--- config.mk ---
export PLATFORM = sky130hd
export DESIGN_NAME = mem_dump_ctrl
export DESIGN_NICKNAME = d
export VERILOG_FILES = /design/src/rtl/mem_dump_ctrl.sv
export SDC_FILE = /design/constraint.sdc
export NUM_CORES = 1
export LEC_CHECK = 0
export ABC_AREA = 0
export CORE_MARGIN = 10
export CORE_UTILIZATION = 50
export CTS_CLUSTER_DIAMETER = 40
export DETAILED_ROUTE_END_ITERATION = 6
export PLACE_DENSITY = 0.95
export SKIP_LAST_GASP = 1
export SYNTH_ARGS = -nofsm -noshare
export SYNTH_HDL_FRONTEND = slang
export SYNTH_SLANG_ARGS = --single-unit
--- constraint.sdc ---
create_clock -name Clk -period 5.1 [get_ports Clk]
set_input_delay 1.02 -clock Clk [delete_from_list [all_inputs] [get_ports Clk]]
set_output_delay 1.02 -clock Clk [all_outputs]
set_load 0.02 [all_outputs]
--- src/rtl/mem_dump_ctrl.sv ---
// Memory dump controller: reads a byte range and streams it to a UART transmitter.
// Optional trailing checksum byte when DUMP_CHECKSUM_EN is defined.
module mem_dump_ctrl #(
    parameter int ADDR_W  = 16,
    parameter int MEM_LAT = 1
) (
    input  logic              Clk,
    input  logic              Rst,
    input  logic              Start,
    input  logic [ADDR_W-1:0] Start_addr,
    input  logic [ADDR_W-1:0] End_addr,
    output logic              Mem_en,
    output logic [ADDR_W-1:0] Mem_addr,
    input  logic [7:0]        Mem_rdata,
    output logic [7:0]        Tx_data,
    output logic              Tx_start,
    input  logic              Tx_done,
    output logic              Busy,
    output logic              Fin
);

    typedef enum logic [2:0] {
        IDLE,
        READ,
        WAIT_MEM,
        SEND,
        WAIT_TX,
        DONE
    } state_t;

    localparam logic [1:0] LAT_LAST = 2'(MEM_LAT - 1);

    state_t            r_state;
    state_t            w_next;
    logic [ADDR_W-1:0] r_cur_addr;
    logic [ADDR_W-1:0] r_end_addr;
    logic [1:0]        r_lat_cnt;
    logic [7:0]        r_tx_data;

    logic w_accept;
    logic w_capture;
    logic w_advance;
    logic w_last;

`ifdef DUMP_CHECKSUM_EN
    logic [7:0] r_sum;
    logic       r_ck_sent;
    logic       w_ck_load;
`endif

    assign Mem_addr = r_cur_addr;
    assign Tx_data  = r_tx_data;

    always_comb begin
        w_next    = r_state;
        Mem_en    = 1'b0;
        Tx_start  = 1'b0;
        Fin       = 1'b0;
        Busy      = 1'b1;
        w_accept  = 1'b0;
        w_capture = 1'b0;
        w_advance = 1'b0;
        w_last    = (r_cur_addr == r_end_addr);
`ifdef DUMP_CHECKSUM_EN
        w_ck_load = 1'b0;
`endif
        case (r_state)
            IDLE: begin
                Busy = 1'b0;
                if (Start) begin
                    w_accept = 1'b1;
                    w_next   = READ;
                end
            end
            READ: begin
                Mem_en = 1'b1;
                w_next = WAIT_MEM;
            end
            WAIT_MEM: begin
                if (r_lat_cnt == LAT_LAST) begin
                    w_capture = 1'b1;
                    w_next    = SEND;
                end
            end
            SEND: begin
                Tx_start = 1'b1;
                w_next   = WAIT_TX;
            end
            WAIT_TX: begin
                if (Tx_done) begin
`ifdef DUMP_CHECKSUM_EN
                    // After the last data byte the running sum goes out once more
                    if (r_ck_sent) begin
                        w_next = DONE;
                    end else if (w_last) begin
                        w_ck_load = 1'b1;
                        w_next    = SEND;
                    end else begin
                        w_advance = 1'b1;
                        w_next    = READ;
                    end
`else
                    if (w_last) begin
                        w_next = DONE;
                    end else begin
                        w_advance = 1'b1;
                        w_next    = READ;
                    end
`endif
                end
            end
            DONE: begin
                Busy   = 1'b0;
                Fin    = 1'b1;
                w_next = IDLE;
            end
            default: begin
                Busy   = 1'b0;
                w_next = IDLE;
            end
        endcase
    end

    always_ff @(posedge Clk) begin
        if (Rst) begin
            r_state    <= IDLE;
            r_cur_addr <= '0;
            r_end_addr <= '0;
            r_lat_cnt  <= '0;
            r_tx_data  <= '0;
`ifdef DUMP_CHECKSUM_EN
            r_sum      <= '0;
            r_ck_sent  <= 1'b0;
`endif
        end else begin
            r_state <= w_next;
            if (w_accept) begin
                r_cur_addr <= Start_addr;
                r_end_addr <= End_addr;
`ifdef DUMP_CHECKSUM_EN
                r_sum      <= '0;
                r_ck_sent  <= 1'b0;
`endif
            end
            if (w_advance) begin
                r_cur_addr <= r_cur_addr + ADDR_W'(1);
            end
            // Latency counter restarts on every read request
            if (r_state == READ) begin
                r_lat_cnt <= '0;
            end else if (r_state == WAIT_MEM) begin
                r_lat_cnt <= r_lat_cnt + 2'd1;
            end
            if (w_capture) begin
                r_tx_data <= Mem_rdata;
`ifdef DUMP_CHECKSUM_EN
                r_sum     <= r_sum + Mem_rdata;
`endif
            end
`ifdef DUMP_CHECKSUM_EN
            if (w_ck_load) begin
                r_tx_data <= r_sum;
                r_ck_sent <= 1'b1;
            end
`endif
        end
    end

endmodule

# After elaboration in Yosys (flattened, before gate mapping)
# Index checks and enable logic that the tools add are counted.
# classes
addsub	2
eq_ne	9
mux	18
n_reduce_logical	6
# op_table
operator	n
$mux W16	2
$add A16 B1 Y16 const B	1
$eq A16 B16 Y1	1
$pmux W3 S5	1
$mux W3	4
$mux W1	11
$eq A3 B2 Y1 const B	2
$eq A3 B3 Y1 const B	2
$ne A2 B2 Y1 const B	3
$reduce_or A4 Y1	1
$eq A3 B1 Y1 const B	1
$logic_not A3 Y1	1
$reduce_and A3 Y1	1
$add A2 B1 Y2 const B	1
$logic_not A2 Y1	1
$reduce_bool A2 Y1	1
$reduce_or A2 Y1	1
# word_totals
register_bits	45
word_cells	40

# Depth between registers and ports, before layout
# Gate-level depths: netlist of run 1.
# depth
depth_word	5
depth_mapped	8
ltp_nobuf	6

# Worst setup path before layout of run 1
# Ideal clock, no wire load.
# synth_path
path_type	input to register
from	input Tx_done
to	register r_cur_addr[7] (netlist: Mem_addr[7])
setup_time_ns	0.074
arrival_ns	2.119
required_ns	5.026
setup_slack_ns	2.907
stages	6
n_path_buf	1
path_cell_list	and4bb_1 > buf_4 > and2_1 > nand3_1 > or4_1 > a31oi_1
# synth_between
elab_chain_len	3
elab_cells_between_ends	4
classes_between	mux (3); reduce/logical (1)
# synth_rtl
item	line	source
start, declared	17	input logic Tx_done,
$mux W1 (*)	90	if (Tx_done) begin
$mux W1 (*)	67	case (r_state)
$mux W16 / $reduce_bool A2 Y1 (equally long branches)	--	
end signal, assigned	138	r_cur_addr <= Start_addr;
end signal, assigned	146	r_cur_addr <= r_cur_addr + ADDR_W'(1);
end, declared	35	logic [ADDR_W-1:0] r_cur_addr;
# Mark *: on every way between the ends. The rest lies on a longest branch, timed or not.
# A chain may end at the register's enable or synchronous reset.

# Worst setup path in the final report of run 1
# layout_path
from	register r_state[1]
to	output Tx_start
# layout_between
elab_chain_len	2
# layout_rtl
item	line	source
start, declared	33	state_t r_state;
start signal, assigned	136	r_state <= w_next;
$eq A3 B2 Y1	67	
$mux W1	67	
end, declared	16	output logic Tx_start,
# Every way passes these cells.

==> flow_metrics.py, run 1 <==
metrics = {
    "place": {
        "dp.cells": 391,
        "gp_congestion": 0.9031,
        "hpwl_um": 4914,
        "placed_area_mm2": 0.003042,
        "io_buffers": 71,
    },
    "timing": {
        "period_share_pct": 59.33,
        "max_slew_margin_pct": 33.92,
        "setup_viol": 0,
        "final_max_slew_viol_count": 0,
        "skew_ns": 0.007109,
        "whs_ns": 0.4719,
        "rsz0062_at_grt": "false",
        "worst_pin_slew_ns": 0.9888,
        "hold_viol_final": 0,
        "tns_ns": 0,
        "min_period_ns": 3.026,
        "max_freq_mhz": 330.5,
    },
    "cts": {
        "clk_pin_slew_ns": 0.09,
        "ctsHoldBuffers": 0,
        "ctsResizeCount": 0,
        "post-cts-setup-buffers": 0,
        "cts_root_buf": "clkbuf_8",
        "cts_buffer_depth": 2,
        "cts-htree-levels": 2,
        "clkSinkCount": 45,
        "tritoncts": "built",
        "clk_latency_ns": 0.30,
        "numCtsBuffers": 5,
    },
    "global_routing": {
        "gr-usage-met3_pct": 4.412,
        "grt_use_met2_pct": 28.13,
        "grt_max_degree": 33,
        "grt_pass1_vias": 2241,
        "busiest_layer": "met2",
        "use_met1_pct": 20.59,
        "grt_overflow": 0,
        "antenna_found_initial": 0,
        "grtUsageTotal_pct": 16.87,
        "grt_first_pass_wirelength_um": 10680,
    },
    "drt": {
        "wl_per_cell_um": 16.91,
        "viasPerCell": 5.905,
        "postRouteAntennaNets": 0,
        "first_pass_iters": 5,
        "dr.first_iter.drc_count": 211,
        "via_count": 2356,
        "finalWirelength_um": 6749,
        "post-route-drc-count": 0,
    },
    "pwr": {
        "irDropWorstVdd_v": 0.0003394,
        "power_density_mw_per_mm2": 466.5,
        "p_leak_nw": 1.175,
    },
    "logic_synthesis": {
        "synth.top_cells.by_count": "nand2_1, dfxtp_1, a21oi_1",
        "netlist_area_mm2": 0.002357,
        "synth_nets": 335,
        "ys_seq_area_share_pct": 38.22,
        "yosys.area.top_type_share_pct": 38.22,
        "synth.distinct_cells": 44,
        "syn_inst": 289,
        "postSynthAreaPerCell_um2": 8.157,
        "post-synth-top-count-cell": "nand2_1",
        "yosysWarnings": 0,
        "synth_top_area_cell": "dfxtp_1",
        "ys_async_sr_fraction_pct": 0,
        "ys_ff_latch": 45,
        "synthTopCellsByArea": "dfxtp_1, nand2_1, xor2_1",
        "synth_ff_type": "dfxtp_1",
        "synth-edff-count": 0,
    },
    "cells_and_area": {
        "nFillCells": 362,
        "diodes": 0,
        "multi_input_comb_area_mm2": 0.001331,
        "fin_area_mm2": 0.003124,
        "seqCellArea_um2": 900.9,
        "syn2layout_area_growth_pct": 32.54,
        "final_nets": 392,
        "stdcell_count": 399,
        "drive_above_1_share_pct": 2.882,
        "fin_util_pct": 69.83,
    },
    "outcome": {
        "status": "finished, final reports clean",
    },
    "worst_setup_path": {
        "crit_fanout": 13,
        "crit_slowest_cell": "clkdlybuf4s50_1",
        "crit_path_end_kind": "output pin",
        "crit_path_cell_trace": "inv_1, nor3_1, clkdlybuf4s50_1",
        "max_stage_delay_ns": 0.66,
        "cp.arrival_ns": 2.01,
        "startpoint_type": "register",
        "cp_data_required_time_ns": 4.08,
        "path_class": "reg2out",
    },
    "floorplanning": {
        "design.portCount": 72,
        "die_w_um": 88.66,
        "start_util_pct": 52.68,
        "die-area_mm2": 0.007861,
        "rows": 24,
        "die_h_um": 88.66,
        "core_area_mm2": 0.004474,
    },
    "flow_run": {
        "maxCapViolations": 0,
    },
    "min_path": {
        "worstHoldPathType": "reg2reg",
    },
}
[logic make-up after synthesis]
kind of cell	synth area share, %
simple gates	25.21
xor+xnor	8.174
buf+inv	5.679
fa+ha+maj	1.061
compound gates	18.26
mux	3.397
flops	38.22
[power breakdown]
group	internal [mW]	switching, mW	leakage (nW)
sequential	0.440	0.135	0.368
clock	0.0951	0.121	0.0450
combinational	0.300	0.367	0.762
[routing by layer]
metal | share of wire [%] | routed length [um]
met3 | 8.0 | 539
met1 | 42 | 2821
met5 | 0 | 0
met4 | 1.3 | 91
met2 | 49 | 3296
[cell usage in the layout (no fill, tap or decap), types with 3 or more instances in the layout]
| cell type | synthesis | routed |
|---|---|---|
| or3_1 | 5 | 5 |
| clkdlybuf4s50_1 | 0 | 71 |
| o311ai_1 | 4 | 4 |
| clkbuf_8 | 0 | 5 |
| or4_1 | 4 | 4 |
| o21ai_0 | 6 | 6 |
| xnor2_1 | 3 | 3 |
| inv_1 | 5 | 5 |
| nor4_1 | 7 | 7 |
| and3_1 | 7 | 7 |
| nor2_1 | 13 | 13 |
| xor2_1 | 19 | 19 |
| nand2_1 | 53 | 53 |
| nand4_1 | 4 | 4 |
| o211ai_1 | 9 | 9 |
| mux2i_1 | 8 | 8 |
| and4_1 | 4 | 4 |
| dfxtp_1 | 45 | 45 |
| a21oi_1 | 20 | 20 |
| nor3_1 | 4 | 4 |
| nand3_1 | 10 | 10 |
| a32oi_1 | 3 | 3 |
| a31oi_1 | 11 | 11 |
[critical path: cells and delay by family (launching register included)]
kind	cells	cell delay (ns)
buffers and inverters	2	0.84
flip-flops	1	0.62
AND/OR/NAND/NOR	1	0.26
[area by class of cell]
class / count / area share, %
Sequential cell: 45 / 28.83
Clock buffer: 6 / 2.323
Timing Repair Buffer: 73 / 23.23
Multi-Input combinational cell: 216 / 42.61
Clock inverter: 2 / 0.3204
Tap cell: 52 / 2.082
Inverter: 5 / 0.6007
[worst paths after layout]
check,from,endpoint,slack (ns),depth (start not counted)
setup / recovery,r_state[1]$_SDFFE_PP0P_,Tx_start,2.07,3
hold / removal,r_end_addr[7]$_SDFFE_PP0P_,r_end_addr[7]$_SDFFE_PP0P_,0.47,2
setup reg to reg,r_state[2]$_SDFFE_PP0P_,Mem_addr[14]$_SDFFE_PP0P_,2.74,3
hold reg to reg,r_end_addr[7]$_SDFFE_PP0P_,r_end_addr[7]$_SDFFE_PP0P_,0.47,2
[stage by stage]
step | setup WS (ns) | total power, mW
2_1_floorplan | 2.907 | 1.006
3_3_place_gp | 2.004 | 1.220
3_5_place_dp | 1.908 | 1.246
4_1_cts | 2.072 | 1.458
5_1_grt | 1.954 | 1.552
6_report | 2.074 | 1.458
[state kept, by name (all words and copies together) (netlist names)]
| register | cells |
|---|---|
| Tx_data | 8 |
| r_state | 3 |
| r_end_addr | 16 |
| Mem_addr | 16 |
| r_lat_cnt | 2 |
No activity file was read; power rests on OpenSTA's default activity.
==> inputs of run 2 (changes only) <==
--- a/config.mk
+++ b/config.mk
@@ -7,10 +7,10 @@
 export LEC_CHECK = 0
 export ABC_AREA = 0
 export CORE_MARGIN = 10
-export CORE_UTILIZATION = 50
+export CORE_UTILIZATION = 47
 export CTS_CLUSTER_DIAMETER = 40
 export DETAILED_ROUTE_END_ITERATION = 6
-export PLACE_DENSITY = 0.95
+export PLACE_DENSITY = 0.91
 export SKIP_LAST_GASP = 1
 export SYNTH_ARGS = -nofsm -noshare
 export SYNTH_HDL_FRONTEND = slang
==> constraint.sdc (replaced) <==
create_clock -name Clk -period 2.95 [get_ports Clk]
set_input_delay 0.59 -clock Clk [delete_from_list [all_inputs] [get_ports Clk]]
set_output_delay 0.59 -clock Clk [all_outputs]
set_load 0.02 [all_outputs]
==> flow_metrics.py, run 2 (synthesis results as in run 1) <==
metrics = {
    "outcome": {
        "status": "finished, final reports clean",
    },
    "global_routing": {
        "antenna_found_initial": 0,
        "grtUsageTotal_pct": 16.83,
        "grt_max_degree": 25,
        "grt_overflow": 0,
        "grt_pass1_vias": 2390,
        "grt_first_pass_wirelength_um": 11720,
    },
    "worst_setup_path": {
        "path_class": "reg2out",
        "cp.arrival_ns": 2.07,
        "cp_data_required_time_ns": 2.36,
        "crit_path_end_kind": "output pin",
        "max_stage_delay_ns": 0.66,
        "crit_path_cell_trace": "inv_1, nor3_1, clkdlybuf4s50_1",
        "crit_fanout": 13,
        "startpoint_type": "register",
        "crit_slowest_cell": "clkdlybuf4s50_1",
    },
    "drt": {
        "wl_met1_um": 2898,
        "top_layer_used": "met4",
        "wl_met2_um": 3389,
        "postRouteAntennaNets": 0,
        "viasPerCell": 5.748,
        "finalWirelength_um": 6951,
        "first_pass_iters": 5,
        "dr.first_iter.drc_count": 341,
        "wl_per_cell_um": 16.51,
        "wl_met3_um": 536,
        "via_count": 2420,
        "post-route-drc-count": 0,
    },
    "min_path": {
        "worstHoldPathType": "reg2reg",
    },
    "cts": {
        "cts_buffer_depth": 2,
        "tritoncts": "built",
        "ctsResizeCount": 0,
        "ctsHoldBuffers": 0,
        "clkSinkCount": 45,
        "numCtsBuffers": 5,
        "post-cts-setup-buffers": 0,
        "clk_latency_ns": 0.31,
        "clk_pin_slew_ns": 0.09,
        "cts_root_buf": "clkbuf_8",
        "cts-htree-levels": 2,
    },
    "cells_and_area": {
        "final_cell_mix": "clkdlybuf4s50_1, nand2_1, dfxtp_1, a21oi_1, xor2_1",
        "drive_above_1_share_pct": 5.085,
        "fin_util_pct": 67.56,
        "final_nets": 399,
        "nFillCells": 400,
        "final_common_cell": "clkdlybuf4s50_1",
        "diodes": 0,
        "syn2layout_area_growth_pct": 37.15,
    },
    "timing": {
        "period_share_pct": 90.02,
        "worst_pin_slew_ns": 0.7630,
        "min_period_ns": 2.656,
        "tns_ns": 0,
        "rsz0062_at_grt": "false",
        "hold_viol_final": 0,
        "max_slew_margin_pct": 49.13,
        "max_freq_mhz": 376.6,
        "finalWorstSetupSlack_ns": 0.2943,
        "skew_ns": 0.01086,
        "setup_viol": 0,
        "final_max_slew_viol_count": 0,
        "whs_ns": 0.4750,
    },
    "pwr": {
        "pwr-share-seq_pct": 36.6,
        "power.switching_mw": 1.118,
        "switching_share_pct": 41.29,
        "p_int_mw": 1.590,
        "p_leak_nw": 1.221,
        "p_total_mw": 2.707,
        "power_density_mw_per_mm2": 837.4,
        "p_comb_share_pct": 45.0,
        "irDropWorstVdd_v": 0.0004796,
        "pwr-share-clk_pct": 18.4,
    },
    "floorplanning": {
        "design.portCount": 72,
        "core_area_mm2": 0.004786,
        "start_util_pct": 49.25,
        "die_w_um": 90.82,
        "die-area_mm2": 0.008248,
        "rows": 25,
        "die_h_um": 90.82,
    },
    "place": {
        "gp_congestion": 0.9030,
        "hpwl_um": 5123,
        "io_buffers": 71,
        "pre_cts_slack_ns": 0.6585,
    },
    "flow_run": {
        "maxCapViolations": 0,
    },
}
## run 2: cell count changes in the layout (fill, tap and decap cells not counted), sizes merged
cell / before / now
clkinv: 2 / 0
bufinv: 0 / 1
buf: 2 / 9
clkinvlp: 0 / 1
## run 2: layer usage
layer  vias up  GRT usage (%)
li1       1170              -
met1      1107          19.89
met2       126          28.31
met3        17          4.738
met4         0          6.005
met5         -              0
## run 2: cell type report
cell class / count / area, um2 / share of cell area [%]
inverters: 5 / 18.77 / 0.5805
clock inverters: 2 / 37.54 / 1.161
multi-input cells: 216 / 1331 / 41.18
well taps: 67 / 83.83 / 2.593
repair buffers: 80 / 778.2 / 24.07
clock buffers: 6 / 82.58 / 2.554
flip-flops and latches: 45 / 900.9 / 27.86
## run 2: power by group through the flow
stage                     Sequential (mW)  Clock (mW)  Combinational, mW
after floorplan                     0.986           0              0.753
after global placement              0.982           0               1.18
after detailed placement            0.994           0               1.20
after CTS                           0.981       0.497               1.22
after global routing                 1.01       0.524               1.34
final                               0.990       0.498               1.22
## run 2: critical path: cells and delay by family, from the launching register on
kind	cells	cell delay, ns
buffers and inverters	2	0.84
flip-flops	1	0.64
AND/OR/NAND/NOR	1	0.28
## run 2: final timing paths
| kind | startpoint | endpoint | slack, ns | depth (start not counted) |
|---|---|---|---|---|
| max reg2reg | Mem_addr[5]$_SDFFE_PP0P_ | Mem_addr[13]$_SDFFE_PP0P_ | 0.49 | 5 |
| min | r_end_addr[1]$_SDFFE_PP0P_ | r_end_addr[1]$_SDFFE_PP0P_ | 0.47 | 2 |
| max | r_state[1]$_SDFFE_PP0P_ | Tx_start | 0.29 | 3 |
| min reg2reg | r_end_addr[1]$_SDFFE_PP0P_ | r_end_addr[1]$_SDFFE_PP0P_ | 0.47 | 2 |
## run 2: stage by stage
step           area [um2]  cells
6_report             3233    421
5_1_grt              3233    421
4_1_cts              3233    421
3_5_place_dp         3113    413
3_3_place_gp         3113    413
2_1_floorplan        2357    289
==> inputs of run 3 (changes only) <==
--- a/config.mk
+++ b/config.mk
@@ -7,11 +7,13 @@
 export LEC_CHECK = 0
 export ABC_AREA = 0
 export CORE_MARGIN = 10
-export CORE_UTILIZATION = 47
+export CORE_UTILIZATION = 42
 export CTS_CLUSTER_DIAMETER = 40
+export CTS_CLUSTER_SIZE = 20
 export DETAILED_ROUTE_END_ITERATION = 6
-export PLACE_DENSITY = 0.91
+export PLACE_DENSITY = 0.87
 export SKIP_LAST_GASP = 1
+export SLEW_MARGIN = 30
 export SYNTH_ARGS = -nofsm -noshare
 export SYNTH_HDL_FRONTEND = slang
 export SYNTH_SLANG_ARGS = --single-unit
==> constraint.sdc (replaced) <==
create_clock -name Clk -period 2.4 [get_ports Clk]
set_input_delay 0.48 -clock Clk [delete_from_list [all_inputs] [get_ports Clk]]
set_output_delay 0.48 -clock Clk [all_outputs]
set_load 0.02 [all_outputs]
==> flow_metrics.py, run 3 (synthesis results as in run 1) <==
metrics = {
    "cells_and_area": {
        "diodes": 0,
        "drive_above_1_share_pct": 6.425,
        "final_nets": 403,
        "multi_input_comb_area_mm2": 0.001331,
        "final_cell_mix": "clkdlybuf4s50_1, nand2_1, dfxtp_1, a21oi_1, xor2_1",
        "syn2layout_area_growth_pct": 39.33,
        "fin_area_mm2": 0.003284,
        "final_common_cell": "clkdlybuf4s50_1",
        "nFillCells": 496,
        "seqCellArea_um2": 902.1,
    },
    "cts": {
        "post-cts-setup-buffers": 0,
        "clk_latency_ns": 0.30,
        "numCtsBuffers": 5,
        "cts-htree-levels": 2,
        "clkSinkCount": 45,
        "clk_pin_slew_ns": 0.09,
        "cts_buffer_depth": 2,
        "tritoncts": "built",
        "cts_root_buf": "clkbuf_8",
    },
    "timing": {
        "max_slew_margin_pct": 66.68,
        "hold_viol_final": 0,
        "finalWorstSetupSlack_ns": 0.1819,
        "worst_pin_slew_ns": 0.4952,
        "period_share_pct": 92.42,
        "tns_ns": 0,
        "skew_ns": 0.005427,
        "setup_viol": 0,
        "max_freq_mhz": 450.8,
        "final_max_slew_viol_count": 0,
        "rsz0062_at_grt": "false",
        "min_period_ns": 2.218,
        "whs_ns": 0.4706,
    },
    "floorplanning": {
        "die-area_mm2": 0.009009,
        "core_area_mm2": 0.005473,
        "die_w_um": 94.92,
        "start_util_pct": 43.07,
        "rows": 27,
        "die_h_um": 94.92,
        "design.portCount": 72,
    },
    "min_path": {
        "hp-start": "r_end_addr[9]$_SDFFE_PP0P_",
        "worstHoldPathType": "reg2reg",
    },
    "drt": {
        "finalWirelength_um": 6676,
        "wl_per_cell_um": 15.53,
        "postRouteAntennaNets": 0,
        "dr.first_iter.drc_count": 253,
        "first_pass_iters": 4,
        "viasPerCell": 5.544,
        "via_count": 2384,
        "post-route-drc-count": 0,
    },
    "global_routing": {
        "grtUsageTotal_pct": 15.00,
        "grt_max_degree": 34,
        "antenna_found_initial": 0,
        "grt_pass1_vias": 2290,
        "grt_first_pass_wirelength_um": 11070,
        "grt_overflow": 0,
    },
    "flow_run": {
        "maxCapViolations": 0,
    },
    "worst_setup_path": {
        "path_class": "reg2out",
        "crit_path_cell_trace": "inv_1, nor3_1, clkdlybuf4s50_1",
        "max_stage_delay_ns": 0.65,
        "startpoint_type": "register",
        "crit_slowest_cell": "clkdlybuf4s50_1",
        "cp.arrival_ns": 1.74,
        "r2r_start": "Mem_addr[7]$_SDFFE_PP0P_",
        "crit_start": "r_state[0]$_SDFFE_PP0P_",
        "crit_path_end_kind": "output pin",
        "cp_data_required_time_ns": 1.92,
        "crit_fanout": 10,
    },
    "outcome": {
        "status": "finished, final reports clean",
    },
    "place": {
        "placed_area_mm2": 0.003149,
        "pre_cts_slack_ns": 0.2655,
        "io_buffers": 71,
        "gp_congestion": 0.9135,
        "hpwl_um": 5124,
    },
    "pwr": {
        "p_leak_nw": 1.253,
        "irDropWorstVdd_v": 0.0005226,
        "p_total_mw": 3.415,
        "power_density_mw_per_mm2": 1040,
    },
}
[run 3: cell types whose count changed in the layout (fill, tap and decap cells not counted), sizes merged]
cell,before,now
clkinv,0,1
buf,9,13
bufinv,1,2
clkinvlp,1,0
clkbuf,6,5
[run 3: metal layers]
layer | wire length, um | vias up | GRT usage, % | part of all wire (%)
met5 | 0 | - | 0 | 0
met1 | 2730 | 1108 | 18.29 | 41
li1 | - | 1181 | - | -
met4 | 114 | 0 | 3.990 | 1.7
met2 | 3246 | 82 | 24.83 | 49
met3 | 585 | 13 | 4.837 | 8.8
[run 3: area by class of cell]
type,count,area share [%]
multi-input combinational,216,40.53
clock buffer,5,2.095
inverter,5,0.5714
timing repair buffer,84,24.61
sequential,45,27.47
tap,72,2.743
clock inverter,3,1.981
[run 3: final timing paths]
check | depth (start not counted) | slack (ns) | to
setup / recovery | 3 | 0.18 | Tx_start
hold / removal | 2 | 0.47 | r_end_addr[9]$_SDFFE_PP0P_
setup reg to reg | 5 | 0.29 | Mem_addr[2]$_SDFFE_PP0P_
hold reg to reg | 2 | 0.47 | r_end_addr[9]$_SDFFE_PP0P_
[run 3: through the flow]
| stage | util [%] | cells |
|---|---|---|
| final | 60.01 | 430 |
| after global routing | 60.01 | 430 |
| after CTS | 59.99 | 430 |
| after detailed placement | 57.54 | 422 |
| after global placement | 57.54 | 422 |
| after floorplan | - | 289 |
[run 3: power by group]
part	total (mW)	leakage [nW]	switching [mW]	internal, mW
sequential	1.18	0.368	0.241	0.936
combinational	1.56	0.817	0.841	0.718
clock	0.680	0.0681	0.266	0.414
total	3.42	1.25	1.35	2.07
[run 3: timing repair]
action                                 CTS  global route
hold buffers                             0             0
gates resized for setup                  0             1
endpoints found under the hold margin    0             0
setup endpoints to repair                0             2
[run 3: worst max-delay path: cells and delay by family (launching register included)]
family | cells | cell delay (ns)
AND/OR/NAND/NOR | 1 | 0.20
flip-flops | 1 | 0.45
buffers and inverters | 2 | 0.78
